## config.mk

```make
export PLATFORM = sky130hd
export DESIGN_NAME = hdmi_init_seq
export DESIGN_NICKNAME = d
export VERILOG_FILES = /design/src/rtl/hdmi_init_seq.sv
export SDC_FILE = /design/constraint.sdc
export NUM_CORES = 1
export LEC_CHECK = 0
export ABC_AREA = 1
export BUFFER_PORTS_ARGS = -buffer_cell sky130_fd_sc_hd__clkbuf_2
export CAP_MARGIN = 20
export CORE_ASPECT_RATIO = 0.7
export CORE_MARGIN = 8
export CORE_UTILIZATION = 45
export DETAILED_ROUTE_END_ITERATION = 10
export HOLD_SLACK_MARGIN = 0.08
export PLACE_DENSITY = 0.69
export SLEW_MARGIN = 5
export SYNTH_ARGS = -nofsm -noshare
export SYNTH_HDL_FRONTEND = slang
export SYNTH_SLANG_ARGS = --single-unit
```

## constraint.sdc

```tcl
create_clock -name clk2 -period 3.9 [get_ports clk2]
set_input_delay 0 -clock clk2 [delete_from_list [all_inputs] [get_ports clk2]]
set_output_delay 0 -clock clk2 [all_outputs]
set_load 0.02 [all_outputs]
```

## src/rtl/hdmi_init_seq.sv

```systemverilog
// HDMI transmitter init sequencer: walks a {reg,value} table and issues one I2C write per entry.
// Optional build macro HDMI_INIT_RETRY_EN enables up to MAX_RETRY re-attempts of a NACKed entry.
module hdmi_init_seq #(
    parameter logic [6:0]  DEV_ADDR     = 7'h39,
    parameter int unsigned NUM_ENTRIES  = 32,
    parameter int unsigned POWERUP_WAIT = 1000,
    parameter int unsigned GAP_CYCLES   = 4,
    parameter int unsigned MAX_RETRY    = 3
) (
    input  logic        clk2,
    input  logic        rst_n,
    input  logic        start,
    output logic [5:0]  rom_index,
    input  logic [15:0] rom_data,
    output logic        i2c_enable,
    output logic [6:0]  i2c_addr,
    output logic [15:0] i2c_data,
    input  logic        i2c_done,
    input  logic [2:0]  i2c_nack,
    output logic        busy,
    output logic        done,
    output logic        error,
    output logic [5:0]  err_index
);

    localparam int unsigned CMAX = (POWERUP_WAIT > GAP_CYCLES) ? POWERUP_WAIT : GAP_CYCLES;
    localparam int unsigned CW   = $clog2(CMAX + 1);

    typedef enum logic [2:0] {
        IDLE,
        PWR_WAIT,
        LOAD,
        WRITE,
        GAP,
        DONE,
        ERROR
    } state_t;

    state_t        state;
    logic [CW-1:0] cnt;
    logic [6:0]    idx;      // one bit wider than rom_index so NUM_ENTRIES=64 is reachable
    logic          ok;

`ifdef HDMI_INIT_RETRY_EN
    localparam int unsigned RW = (MAX_RETRY < 1) ? 1 : $clog2(MAX_RETRY + 1);
    logic [RW-1:0] retry;
`endif

    assign rom_index = idx[5:0];
    assign i2c_addr  = DEV_ADDR;

    always_ff @(posedge clk2 or negedge rst_n) begin
        if (!rst_n) begin
            state      <= IDLE;
            cnt        <= '0;
            idx        <= '0;
            ok         <= 1'b0;
            i2c_enable <= 1'b0;
            i2c_data   <= '0;
            busy       <= 1'b0;
            done       <= 1'b0;
            error      <= 1'b0;
            err_index  <= '0;
`ifdef HDMI_INIT_RETRY_EN
            retry      <= '0;
`endif
        end else begin
            case (state)
                IDLE, DONE, ERROR: begin
                    if (start) begin
                        idx       <= '0;
                        cnt       <= CW'(POWERUP_WAIT);
                        done      <= 1'b0;
                        error     <= 1'b0;
                        err_index <= '0;
                        busy      <= 1'b1;
`ifdef HDMI_INIT_RETRY_EN
                        retry     <= '0;
`endif
                        state     <= PWR_WAIT;
                    end
                end
                PWR_WAIT: begin
                    if (cnt == '0) begin
                        state <= LOAD;
                    end else begin
                        cnt <= cnt - CW'(1);
                    end
                end
                LOAD: begin
                    if (rom_data == 16'hFFFF || idx == 7'(NUM_ENTRIES)) begin
                        done  <= 1'b1;
                        busy  <= 1'b0;
                        state <= DONE;
                    end else begin
                        i2c_data   <= rom_data;
                        i2c_enable <= 1'b1;
                        state      <= WRITE;
                    end
                end
                WRITE: begin
                    if (i2c_done) begin
                        i2c_enable <= 1'b0;
                        ok         <= (i2c_nack == 3'b000);
                        cnt        <= CW'(GAP_CYCLES);
                        state      <= GAP;
                    end
                end
                GAP: begin
                    // Counts GAP_CYCLES..1, so exactly GAP_CYCLES cycles are spent here
                    if (cnt > CW'(1)) begin
                        cnt <= cnt - CW'(1);
                    end else begin
                        cnt <= '0;
                        if (ok) begin
                            idx   <= idx + 7'd1;
`ifdef HDMI_INIT_RETRY_EN
                            retry <= '0;
`endif
                            state <= LOAD;
`ifdef HDMI_INIT_RETRY_EN
                        end else if (retry < RW'(MAX_RETRY)) begin
                            retry      <= retry + RW'(1);
                            i2c_enable <= 1'b1;
                            state      <= WRITE;
`endif
                        end else begin
                            error     <= 1'b1;
                            err_index <= idx[5:0];
                            busy      <= 1'b0;
                            state     <= ERROR;
                        end
                    end
                end
                default: begin
                    state <= IDLE;
                end
            endcase
        end
    end

endmodule

```

==> results.tsv <==
stage	metric	value	unit
status	outcome	completed	
sta	worst_pin_slew	0.832	ns
global_route	grt_pass1_vias	2285	
sta	drv_slew	0	
global_route	grt_pass1_wl	10.4	mm
drt	drtPass1Iterations	4	
drt	route.layer.met1.wl	3.04	mm
critical_path	crit_arrival	2.45	ns
sta	tns	0	ns
sta	slew_headroom	44.4	%
floorplan	dieArea	8610	sq um
drt	wl_met2	2.45	mm
power	p_total	2.24	mW
synthesis	ys_ff_latch	47	
synthesis	synth_edf_count	0	
synthesis	synth_seq_area_share	44.6	%
drt	topRoutingLayerUsed	met4	
global_route	grt_antenna_before_repair	0	
sta	hold_viol	0	
layout	nets	428	
critical_path	critPathKind	flip-flop to flip-flop	
sta	final-setup-viol-count	0	
cts	cts.sinks	47	
sta	finClkSkew	0.00825	ns
floorplan	num_rows	23	
drt	drc	0	
critical_path	r2r_start	idx[0]	
synthesis	postSynth.asyncResetShare	100	%
power	irDropWorstVdd	0.347	mV
synthesis	syn_area	2640	sq um
global_route	grt_max_degree	48	
critical_path	cp-end-kind	flip-flop	
synthesis	syn_area_per_cell	7.90	sq um
drt	drt_wl_total	6.04	mm
drt	final_antenna_net_count	0	
sta	post-route-min-period	2.21	ns
hold_path	hold_path_class	primary input to flip-flop	
drt	vias	2247	
floorplan	pin_count	62	
critical_path	cp-start-kind	flip-flop	
cts	cts_made_buffers	5	
synthesis	synth_flop_cell	dfrtp_1	
synthesis	ys_types	32	
placed_design	portBuffers	54	
drt	drtIter0Drc	107	
floorplan	start_util	46.3	%
sta	min_period_over_period	56.8	%
cts	cts_setup_buffers	0	
layout	final_layout_size_suffix_gt1_share	22.7	%
power	p_per_area	707	nW/um^2
synthesis	ys.warnings.count	0	
cts	cts_tree	yes	
synthesis	synthCells	334	
drt	viasPerCell	4.72	
sta	layout_setup_ws	1.69	ns
floorplan	coreArea	5700	sq um
sta	rsz0062_at_grt	no	
layout	multi_input_area	1220	sq um
cts	cts_root_buf	clkbuf_8	
layout	ff_latch_area	1180	sq um
layout	synthToLayoutAreaGrowth	20.0	%
cts	cts_resized	0	
layout	fill_cells	523	
cts	worstSkewPairLatency	0.29	ns
run	maxCapViolCount	0	
global_route	grt_overflow	0	
drt	avgRoutedWirePerCell	12.7	um
cts	cts_max_path_buffers	2	
cts	postCtsHoldBufs	20	
floorplan	die_w	108	um
hold_path	hp-start	start	
floorplan	die_y	80.1	um
placed_design	place_ws	1.72	ns
critical_path	cp_max_fo	21	
layout	n_antenna_cell	0	
drt	wl_met3	503	um
cts	htree_levels	2	
critical_path	cp.required	4.13	ns
critical_path	startpoint	idx[0]	
cts	clkSlewWorstSetupHoldPaths	0.09	ns
global_route	grt_usage	14.8	%
layout	fin_util	55.5	%
sta	fmax	452	MHz
placed_design	gp_congestion	0.889	
power	p_leak	1.67	nW
placed_design	dp_hpwl	4.36	mm
## per-stage QoR
stage               hold slack, ns  std cells  area (sq um)
floorplan                   -0.296        339          2660
global placement             0.131        449          2880
detailed placement           0.138        449          2880
CTS                          0.157        476          3160
global route                 0.193        476          3160
finish                       0.163        476          3160
## worst max-delay path: stages, from the launching register on
cell     delay (ns)
dfrtp_1        0.43
inv_1          0.11
ha_1           0.21
nand4_1        0.12
nand3_1        0.61
inv_2          0.49
nand2_1        0.11
nand2_1        0.07
## registers in the layout (all words and copies together) (netlist names)
name        count
ok              1
state           3
busy            1
err_index       6
idx             7
i2c_enable      1
done            1
cnt            10
i2c_data       16
error           1
## synth_stat cells (3+ instances only)
cell | count | area share [%]
a21oi_1 | 7 | 1.3
buf_4 | 16 | 4.6
dfrtp_1 | 47 | 45
ha_1 | 4 | 1.9
inv_1 | 26 | 3.7
nand2_1 | 129 | 18
nand2_2 | 4 | 0.95
nand3_1 | 15 | 2.8
nand4_1 | 6 | 1.4
nor2_1 | 28 | 4.0
nor2_2 | 3 | 0.71
o21ai_0 | 6 | 1.1
o21ai_2 | 10 | 3.3
xnor2_1 | 3 | 1.0
xor2_1 | 6 | 2.0
## per-layer routing
layer / vias to the layer above / global-route usage, %
met1: 998 / 20.5
met2: 87 / 21.6
met5: - / 0
met3: 7 / 5.20
met4: 0 / 3.03
li1: 1155 / -
## cell type report
class | count | share of cell area (%)
clock buffers | 6 | 2.61
well taps | 75 | 2.97
multi-input cells | 244 | 38.7
repair buffers | 75 | 15.1
inverters | 28 | 3.32
flip-flops and latches | 47 | 37.2
clock inverters | 1 | 0.158
## layout by cell type, fill, tap and decap left out
cell type      instances
nand2_1              129
clkbuf_2              54
dfrtp_1               47
nor2_1                28
inv_1                 26
dlygate4sd3_1         20
nand3_1               15
o21ai_2               10
a21oi_1                7
conb_1                 7
nand4_1                6
o21ai_0                6
xor2_1                 6
clkbuf_8               6
nand2_2                4
ha_1                   4
nor2_2                 3
xnor2_1                3
nor3_1                 2
inv_2                  2
nand3_2                2
nand3_4                2
o21ai_1                2
nand2_4                1
o21ai_4                1
a21oi_2                1
nor3_4                 1
a21o_1                 1
nor2_8                 1
o41ai_1                1
or2_2                  1
clkinv_2               1
buf_4                  1
## path summary, 6_finish.rpt
| check | end | slack [ns] | cells past startpoint |
|---|---|---|---|
| worst max register to register | i2c_data[13] | 1.69 | 7 |
| min in group asynchronous | i2c_data[10] | 0.33 | 3 |
| worst max-delay path | i2c_data[13] | 1.69 | 7 |
| max in group asynchronous | cnt[4] | 3.18 | 3 |
| worst min register to register | i2c_data[9] | 0.49 | 2 |
| worst min-delay path | state[0] | 0.16 | 5 |
## where the power goes
part | switching (mW) | total [mW] | internal (mW)
registers | 0.131 | 0.788 | 0.657
clock network | 0.155 | 0.294 | 0.139
logic | 0.780 | 1.16 | 0.376
total | 1.07 | 2.24 | 1.17
## cells by family after synthesis
logic type,after synthesis,synth area share [%]
flip-flops,47,44.6
other,2,0.285
AND/OR/NAND/NOR,195,32.8
adder cells (fa/ha/maj),4,1.90
AO/OA/AOI/OAI,29,7.73
buffers and inverters,48,9.72
XOR/XNOR,9,2.99
No activity file was read; power rests on OpenSTA's default activity.
